--- src/rtl/clk_switch_pkg.sv ---
// Shared types and helpers for the clock-switch sequencing controller.
// Select code 0 gates the switch output off; codes 1..N-1 pick a source.
package clk_switch_pkg;

    typedef enum logic [1:0] {
        ST_IDLE,
        ST_OFF,
        ST_ON,
        ST_DONE
    } state_e;

    localparam int SEL_OFF     = 0;
    localparam int MAX_CLK_NUM = 32;

    // Lowest healthy source index >= 1 other than exclude, or SEL_OFF if none.
    // Callers mark nonexistent sources as failed in the upper bits.
    function automatic int first_healthy(input logic [MAX_CLK_NUM-1:0] fail_vec,
                                         input int                     exclude);
        int result;
        result = SEL_OFF;
        for (int i = MAX_CLK_NUM - 1; i >= 1; i--) begin
            if (!fail_vec[i] && i != exclude) result = i;
        end
        return result;
    endfunction

endpackage

--- src/rtl/clk_switch_ctrl_sync.sv ---
// Multi-flop synchronizer bringing the asynchronous per-source fail flags
// into the reference clock domain.
module clk_fail_sync #(
    parameter int WIDTH  = 4,
    parameter int STAGES = 2
) (
    input  logic             i_clk,
    input  logic             rst,
    input  logic [WIDTH-1:0] i_async,
    output logic [WIDTH-1:0] o_sync
);

    logic [STAGES-1:0][WIDTH-1:0] r_stage;

    // NOTE: sequential state uses non-blocking assignments so every flop
    // samples its pre-edge input, which is what makes the chain a shift.
    always_ff @(posedge i_clk) begin
        if (rst) r_stage <= '0;
        else     r_stage <= {r_stage[STAGES-2:0], i_async};
    end

    assign o_sync = r_stage[STAGES-1];

endmodule

--- src/rtl/clk_switch_ctrl.sv ---
// Sequencer driving the glitch-free clock switch select code: gate off,
// settle, select, settle, commit; with automatic failover on source failure.
module clk_switch_ctrl
    import clk_switch_pkg::*;
#(
    parameter int  CLK_NUM     = 4,
    parameter int  SETTLE_CYC  = 8,
    parameter int  SYNC_STAGES = 2,
    localparam int SEL_W       = $clog2(CLK_NUM),
    localparam int CNT_W       = $clog2(SETTLE_CYC + 1)
) (
    input  logic               i_clk,
    input  logic               rst,
    input  logic               req_valid,
    input  logic [SEL_W-1:0]   req_sel,
    output logic               req_ready,
    input  logic [CLK_NUM-1:0] clk_fail,
    output logic [SEL_W-1:0]   sel,
    output logic [SEL_W-1:0]   o_cur_sel,
    output logic               o_busy,
    output logic               o_done,
    output logic               o_err,
    output logic               o_fail_irq
);

    state_e             r_state;
    logic [CNT_W-1:0]   r_cnt;
    logic [SEL_W-1:0]   r_target;
    logic [SEL_W-1:0]   r_sel;
    logic [SEL_W-1:0]   r_cur_sel;
    logic               r_busy;
    logic               r_done;
    logic               r_err;
    logic               r_irq;

    logic [CLK_NUM-1:0] w_fail_sync;
    logic [CLK_NUM-1:0] w_fail_s;
    logic               w_failover;
    logic               w_req_bad;
    logic [SEL_W-1:0]   w_failover_target;

    clk_fail_sync #(
        .WIDTH  (CLK_NUM),
        .STAGES (SYNC_STAGES)
    ) u_fail_sync (
        .i_clk   (i_clk),
        .rst     (rst),
        .i_async (clk_fail),
        .o_sync  (w_fail_sync)
    );

    // Code 0 is "off", which can never fail.
    assign w_fail_s   = w_fail_sync & {{(CLK_NUM-1){1'b1}}, 1'b0};
    assign w_failover = (r_cur_sel != SEL_W'(SEL_OFF)) && w_fail_s[r_cur_sel];
    assign w_req_bad  = (int'(req_sel) >= CLK_NUM) || w_fail_s[req_sel];
    assign w_failover_target =
        SEL_W'(first_healthy({{(MAX_CLK_NUM-CLK_NUM){1'b1}}, w_fail_s}, int'(r_cur_sel)));

    assign req_ready  = !r_busy && !w_failover;
    assign sel        = r_sel;
    assign o_cur_sel  = r_cur_sel;
    assign o_busy     = r_busy;
    assign o_done     = r_done;
    assign o_err      = r_err;
    assign o_fail_irq = r_irq;

    always_ff @(posedge i_clk) begin
        if (rst) begin
            r_state   <= ST_IDLE;
            r_cnt     <= '0;
            r_target  <= '0;
            r_sel     <= SEL_W'(SEL_OFF);
            r_cur_sel <= SEL_W'(SEL_OFF);
            r_busy    <= 1'b0;
            r_done    <= 1'b0;
            r_err     <= 1'b0;
            r_irq     <= 1'b0;
        end else begin
            r_done <= 1'b0;
            r_err  <= 1'b0;
            r_irq  <= 1'b0;
            case (r_state)
                ST_IDLE: begin
                    r_sel <= r_cur_sel;
                    if (w_failover) begin
                        r_target <= w_failover_target;
                        r_irq    <= 1'b1;
                        r_state  <= ST_OFF;
                        r_sel    <= SEL_W'(SEL_OFF);
                        r_busy   <= 1'b1;
                        r_cnt    <= CNT_W'(SETTLE_CYC);
                    end else if (req_valid) begin
                        if (w_req_bad) begin
                            r_err <= 1'b1;
                        end else if (req_sel == r_cur_sel) begin
                            r_done <= 1'b1;
                        end else begin
                            r_target <= req_sel;
                            r_state  <= ST_OFF;
                            r_sel    <= SEL_W'(SEL_OFF);
                            r_busy   <= 1'b1;
                            r_cnt    <= CNT_W'(SETTLE_CYC);
                        end
                    end
                end
                ST_OFF: begin
                    if (r_cnt == CNT_W'(1)) begin
                        // Switching to "off" needs no second settle phase.
                        if (r_target == SEL_W'(SEL_OFF)) begin
                            r_state   <= ST_DONE;
                            r_done    <= 1'b1;
                            r_cur_sel <= r_target;
                        end else begin
                            r_state <= ST_ON;
                            r_sel   <= r_target;
                            r_cnt   <= CNT_W'(SETTLE_CYC);
                        end
                    end else begin
                        r_cnt <= r_cnt - CNT_W'(1);
                    end
                end
                ST_ON: begin
                    if (r_cnt == CNT_W'(1)) begin
                        r_state   <= ST_DONE;
                        r_done    <= 1'b1;
                        r_cur_sel <= r_target;
                    end else begin
                        r_cnt <= r_cnt - CNT_W'(1);
                    end
                end
                ST_DONE: begin
                    r_state <= ST_IDLE;
                    r_busy  <= 1'b0;
                end
                default: begin
                    r_state <= ST_IDLE;
                    r_busy  <= 1'b0;
                end
            endcase
        end
    end

endmodule

--- config.mk ---
export PLATFORM = sky130hd
export DESIGN_NAME = clk_switch_ctrl
export DESIGN_NICKNAME = d
export VERILOG_FILES = /design/src/rtl/clk_switch_pkg.sv /design/src/rtl/clk_switch_ctrl_sync.sv /design/src/rtl/clk_switch_ctrl.sv
export SDC_FILE = /design/constraint.sdc
export NUM_CORES = 1
export LEC_CHECK = 0
export ABC_AREA = 1
export CAP_MARGIN = 20
export CELL_PAD_IN_SITES_DETAIL_PLACEMENT = 1
export CELL_PAD_IN_SITES_GLOBAL_PLACEMENT = 1
export CORE_ASPECT_RATIO = 0.7
export CORE_UTILIZATION = 29
export CTS_CLUSTER_DIAMETER = 120
export DETAILED_ROUTE_END_ITERATION = 10
export PLACE_DENSITY = 0.71
export SETUP_SLACK_MARGIN = 0.4
export SYNTH_ARGS = -nofsm -noshare
export SYNTH_HDL_FRONTEND = slang
export SYNTH_SLANG_ARGS = --single-unit
--- constraint.sdc ---
create_clock -name i_clk -period 3.64 [get_ports i_clk]
set_input_delay 0.728 -clock i_clk [delete_from_list [all_inputs] [get_ports i_clk]]
set_output_delay 0.728 -clock i_clk [all_outputs]
set_load 0.05 [all_outputs]
* Word-level counts from Yosys, hierarchy flattened
Index checks and enable logic that the tools add are counted.
** Storage, ports and cells
- Register bits :: 24
- Input bits :: 9
- Output and inout bits :: 9
- Logic and storage cells :: 114
** Cells by class
- Add/sub/neg operators :: 1
- Order comparisons :: 2
- Equal/unequal tests :: 19
- Muxes and demuxes :: 53
- Bitwise operators :: 2
- Reduce and logical (&&, ||, !) cells :: 26
** Operators by type and width (number)
- 2-bit 2-to-1 mux :: 22
- 4-bit 2-to-1 mux :: 7
- 1-bit 2-to-1 mux :: 16
- 2-bit != test, second input constant :: 7
- 3-bit != test, second input constant :: 4
- 4-bit one-hot mux with 3 select lines :: 1
- 4-bit AND reduction :: 3
- 2-bit nonzero test :: 5
- 2-bit one-hot mux with 2 select lines :: 2
- 2-bit one-hot mux with 4 select lines :: 1
- 2-bit by 3-bit less-than comparator with 1-bit output, second input constant :: 2
- 6-bit AND reduction :: 1
- 1-bit logical AND :: 5
- 1-bit logical NOT :: 5
- 5-bit AND reduction :: 1
- 1-bit binary-select mux with 2-bit select :: 2
- 2-bit == test, second input constant :: 2
- 4-bit by 1-bit == test with 1-bit output, second input constant :: 1
- 2-bit logical NOT :: 2
- 2-bit != test, first input constant :: 2
- 4-bit OR reduction :: 1
- 4-bit by 1-bit subtractor with 4-bit output, second input constant :: 1
- 1-bit one-hot mux with 3 select lines :: 1
- 3-bit AND reduction :: 1
- 7 further kinds :: 8

* Longest topological paths before layout
- Depth after elaboration :: 6
- Mapped depth :: 11
- Depth with buffers taken out :: 11

* By module
Synthesis repeated with hierarchy kept, for this count alone.
** Second synthesis, totals
- Cell total of the unflattened synthesis :: 209
- Area, all modules :: 1455.1 sq um
** By module, submodules not included
- clk_switch_ctrl :: times used 1, cells an instance 180, area an instance 1193.6 sq um, sequential area each 320.3 sq um
- clk_fail_sync :: times used 1, cells an instance 29, area an instance 261.5 sq um, sequential area each 160.2 sq um

* Least setup slack after synthesis
No wires, ideal clock.
- Kind :: flip-flop to output port
- From :: register r_cur_sel[0] (netlist: o_cur_sel[0])
- To :: output port req_ready
- Arrival time :: 1.789 ns
- Data required time :: 2.912 ns
- Setup slack :: 1.123 ns
- Stages on the path, launching flop included :: 7
- Path buffers :: 0
- Cells stage by stage :: dfxtp_1 -> inv_2 -> nand2_2 -> nand2_2 -> nand2_4 -> nand2_4 -> nor2_1
** Between the ends
- Longest elaborated chain between the ends :: 5
- Elaborated cells between the ends (all ways) :: 6
- Those cells by class :: 2 x mux; 4 x reduce/logical
** RTL lines
- start, declared :: line clk_switch_ctrl.sv:30 : logic [SEL_W-1:0] r_cur_sel;
- start signal, assigned :: line clk_switch_ctrl.sv:73 : r_cur_sel <= SEL_W'(SEL_OFF);
- start signal, assigned :: line clk_switch_ctrl.sv:112 : r_cur_sel <= r_target;
- start signal, assigned :: line clk_switch_ctrl.sv:126 : r_cur_sel <= r_target;
- 1-bit binary-select mux with 2-bit select :: line clk_switch_ctrl.sv:54 : assign w_failover = (r_cur_sel != SEL_W'(SEL_OFF)) && w_fail_s[r_cur_sel];
- 1-bit 2-to-1 mux (not written as such) :: line clk_switch_ctrl.sv:54
- 1-bit logical AND * :: line clk_switch_ctrl.sv:54
- 1-bit logical NOT * :: line clk_switch_ctrl.sv:59 : assign req_ready = !r_busy && !w_failover;
- 1-bit logical AND * :: line clk_switch_ctrl.sv:59
- end, declared :: line clk_switch_ctrl.sv:16 : output logic req_ready,
Every way passes the cells marked *; elsewhere a longest branch is shown, timed or not. The select of a mux whose other input is x is not followed.

* Final worst setup path
- From :: register r_cur_sel[1] (netlist: o_cur_sel[1])
- To :: output port req_ready
The elaborated chain is that of the path after synthesis.

==> load_flow_metrics.sql <==
INSERT INTO impl_metrics (metric_group, metric, value, unit) VALUES
('synth', 'yosysWarningCount', '0', ''),
('critical_path', 'timing.critical_path.max_delay_family', 'buffers and inverters', ''),
('timing', 'finalSetupViolCount', '0', ''),
('timing', 'timing.clock.skew', '8.66', 'ps'),
('route', 'drt_iter0_markers', '46', ''),
('final_layout', 'fill_cells', '516', ''),
('timing', 'fmax', '0.357', 'GHz'),
('route', 'average_vias_per_placed_instance', '4.41', ''),
('clock_network', 'clockBufferDepth', '2', ''),
('clock_network', 'cts.sink_count', '22', ''),
('critical_path', 'worst_setup_path_end_kind', 'primary output', ''),
('critical_path', 'start_kind', 'flop', ''),
('grt', 'grt.total_usage', '15.0', '%'),
('final_layout', 'diodes', '0', ''),
('synth', 'mappedNetlistNets', '201', ''),
('clock_network', 'later_pin_clock_latency_in_the_skew_report', '270', 'ps'),
('critical_path', 'required', '2910', 'ps'),
('synth', 'syn_area', '1290', 'um2'),
('critical_path', 'timing.critical_path.slowest_stage_cell', 'clkdlybuf4s50_1', ''),
('final_layout', 'final_stage_net_count', '219', ''),
('final_layout', 'post_route_cells_drive_above_1_share', '11.9', '%'),
('critical_path', 'crit_path_max_incr_delay', '800', 'ps'),
('floorplanning', 'die_h', '57.9', 'um'),
('route', 'dr.pass1.iters', '4', ''),
('critical_path', 'critical_path_arrival', '2080', 'ps'),
('final_layout', 'multi_input_comb_area', '748', 'um2'),
('grt', 'first_global_vias', '1102', ''),
('timing', 'relSlewSlack', '64.9', '%'),
('timing', 'fin_crit', '2800', 'ps'),
('route', 'drt.antenna.violating_nets', '0', ''),
('placed_design', 'buffer_ports.inserted', '16', ''),
('clock_network', 'cts_root_buffer', 'clkbuf_8', ''),
('floorplanning', 'boundaryPins', '18', ''),
('power', 'cellLeakagePower', '0.000731', 'uW'),
('clock_network', 'clk_pin_slew', '90', 'ps'),
('critical_path', 'worstPathCellList', 'nor2_2 -> nand2_2 -> nand2_4 -> nor2_1 -> clkdlybuf4s50_1', ''),
('synth', 'ys_seq_elements', '22', ''),
('grt', 'largest_net_degree_at_the_start_of_global_routing', '16', ''),
('power', 'p_total', '1390', 'uW'),
('critical_path', 'cp_num_buf_inv', '1', ''),
('placed_design', 'dp_hpwl', '2380', 'um'),
('final_layout', 'areaGrowthSynthToFinish', '21.2', '%'),
('clock_network', 'post_cts.resized_instances', '0', ''),
('floorplanning', 'floorplan.initialDensity', '31.6', '%'),
('min_path', 'worst_hold_path_type', 'flop to flop', ''),
('route', 'remaining_drc_errors', '0', ''),
('grt', 'grt_remaining_overflow', '0', ''),
('clock_network', 'tritoncts.num_buffers', '3', ''),
('timing', 'grt_setup_unrepaired', 'no', ''),
('route', 'dr_total_vias', '1121', ''),
('placed_design', 'gpl.final_weighted_congestion', '0.791', ''),
('run_status', 'status', 'finished clean', ''),
('timing', 'min_period_over_period', '77.0', '%'),
('timing', 'slew_viol_final', '0', ''),
('power', 'maximum_vdd_drop', '0.395', 'mV'),
('floorplanning', 'design.core.area', '4090', 'um2'),
('clock_network', 'cts_tree', 'built', ''),
('timing', 'setup_total_negative_slack', '0', 'ps'),
('power', 'p_per_area', '887', 'nW/um2'),
('route', 'wirelength', '3090', 'um'),
('timing', 'measured_slew_at_the_worst_slew_check_pin', '524', 'ps'),
('grt', 'first_pass_grt_wire_length', '5290', 'um'),
('timing', 'finalHoldViolations', '0', ''),
('floorplanning', 'num_rows', '19', ''),
('final_layout', 'regArea', '440', 'um2'),
('clock_network', 'post-cts-setup-buffer-count', '0', ''),
('synth', 'synth_seq_area_share', '34.0', '%'),
('grt', 'number_of_antenna_violations_at_the_first_check_in_global_routing', '0', ''),
('synth', 'avg_synthesized_cell_area', '6.99', 'um2'),
('flow_run', 'timing.max_cap.violations', '0', ''),
('critical_path', 'crit_type', 'flop to primary output', ''),
('synth', 'syn_inst', '185', ''),
('critical_path', 'critical_path.max_fanout', '9', ''),
('synth', 'synth_cell_type_count', '27', ''),
('clock_network', 'cts.htree.levels', '1', ''),
('clock_network', 'post_cts_hold_buffer_count', '0', ''),
('route', 'avgRoutedWirePerCell', '12.2', 'um'),
('floorplanning', 'fp.dieW', '81.8', 'um'),
('floorplanning', 'dieArea', '4740', 'um2');
-- cells in the mapped netlist --
| cell | instances | area, um2 |
|---|---|---|
| nand3_1 | 13 | 65.1 |
| o21bai_1 | 1 | 7.51 |
| o21ai_0 | 5 | 25.0 |
| buf_4 | 1 | 7.51 |
| dfxtp_1 | 22 | 440 |
| nor2_8 | 1 | 20.0 |
| nor2_1 | 36 | 135 |
| nor2_2 | 3 | 18.8 |
| inv_2 | 3 | 11.3 |
| o21ai_1 | 3 | 15.0 |
| nand2_8 | 1 | 20.0 |
| nand2_2 | 4 | 25.0 |
| nand2_4 | 5 | 56.3 |
| buf_6 | 1 | 11.3 |
| xor2_1 | 1 | 8.76 |
| nand3_4 | 1 | 17.5 |
| or2_2 | 1 | 6.26 |
| o211ai_1 | 1 | 7.51 |
| nand2_1 | 40 | 150 |
| a21oi_1 | 10 | 50.1 |
| and3_2 | 1 | 7.51 |
| clkbuf_1 | 1 | 3.75 |
| xnor2_1 | 1 | 8.76 |
| inv_1 | 19 | 71.3 |
| nor3_1 | 2 | 10.0 |
| ha_1 | 7 | 87.6 |
| a31oi_1 | 1 | 6.26 |
-- cell usage in the layout, fill, tap and decap left out, drive strengths merged, types with 2 or more instances in the layout --
cell / synthesis / layout
nand2: 50 / 50
nor2: 40 / 40
dfxtp: 22 / 22
inv: 22 / 22
clkdlybuf4s50: 0 / 16
nand3: 14 / 14
a21oi: 10 / 10
o21ai: 8 / 8
ha: 7 / 7
clkbuf: 1 / 3
nor3: 2 / 2
-- sequential cells by signal, indices dropped and copies added, names as in the netlist --
name and count:
u_fail_sync.r_stage 3, u_fail_sync.o_sync 3, o_err 1, r_state 2, o_done 1, o_cur_sel 2
o_fail_irq 1, sel 2, o_busy 1, r_target 2, r_cnt 4
-- stage by stage --
stage,util [%],instance area (um2),worst slack [ps],hold WS (ps),instances
3_5_place_dp,36.6,1500,1100,398,250
2_1_floorplan,-,1290,1120,388,185
3_3_place_gp,36.6,1500,1120,393,250
4_1_cts,38.3,1570,807,412,254
6_report,38.3,1570,836,408,254
5_1_grt,38.3,1570,702,434,254
-- power breakdown --
| part | internal, uW | switching, uW | total, uW |
|---|---|---|---|
| registers | 309 | 65.0 | 374 |
| clock network | 147 | 83.7 | 231 |
| logic | 275 | 511 | 786 |
-- final timing paths --
path | startpoint | end | slack (ps) | cells after the start
max | o_cur_sel[1]$_SDFFE_PP0P_ | req_ready | 840 | 5
min | u_fail_sync.r_stage[1]$_SDFF_PP0_ | u_fail_sync.o_sync[1]$_SDFF_PP0_ | 410 | 2
max reg2reg | r_state[1]$_SDFFE_PP0P_ | r_cnt[1]$_SDFFE_PP0P_ | 1800 | 8
min reg2reg | u_fail_sync.r_stage[1]$_SDFF_PP0_ | u_fail_sync.o_sync[1]$_SDFF_PP0_ | 410 | 2
-- layer usage --
metal | global-route usage [%] | vias to the layer above | wire, um
li1 | - | 612 | -
met1 | 23.3 | 492 | 1820
met2 | 20.5 | 15 | 1170
met3 | 3.46 | 2 | 67
met4 | 3.01 | 0 | 29
met5 | 0 | - | 0
-- tightest hold or removal path, cell delays in order, from the launching register on --
cell and delay, ps:
dfxtp_1 310, inv_1 40, nor2_1 30
-- final cells by class --
cell class	count	area share [%]
Multi-Input combinational cell	138	47.7
Inverter	22	5.27
Sequential cell	22	28.1
Tap cell	52	4.15
Timing Repair Buffer	16	10.2
Clock buffer	3	2.63
Clock inverter	1	1.92
-- kinds of logic after synthesis --
family	count (synthesis)	share of synthesized area [%]
fa+ha+maj	7	6.77
xor+xnor	2	1.35
compound gates	21	8.61
flops	22	34.0
simple gates	108	41.1
buf+inv	25	8.12
Note: power is estimated with default switching activity, not from simulation.
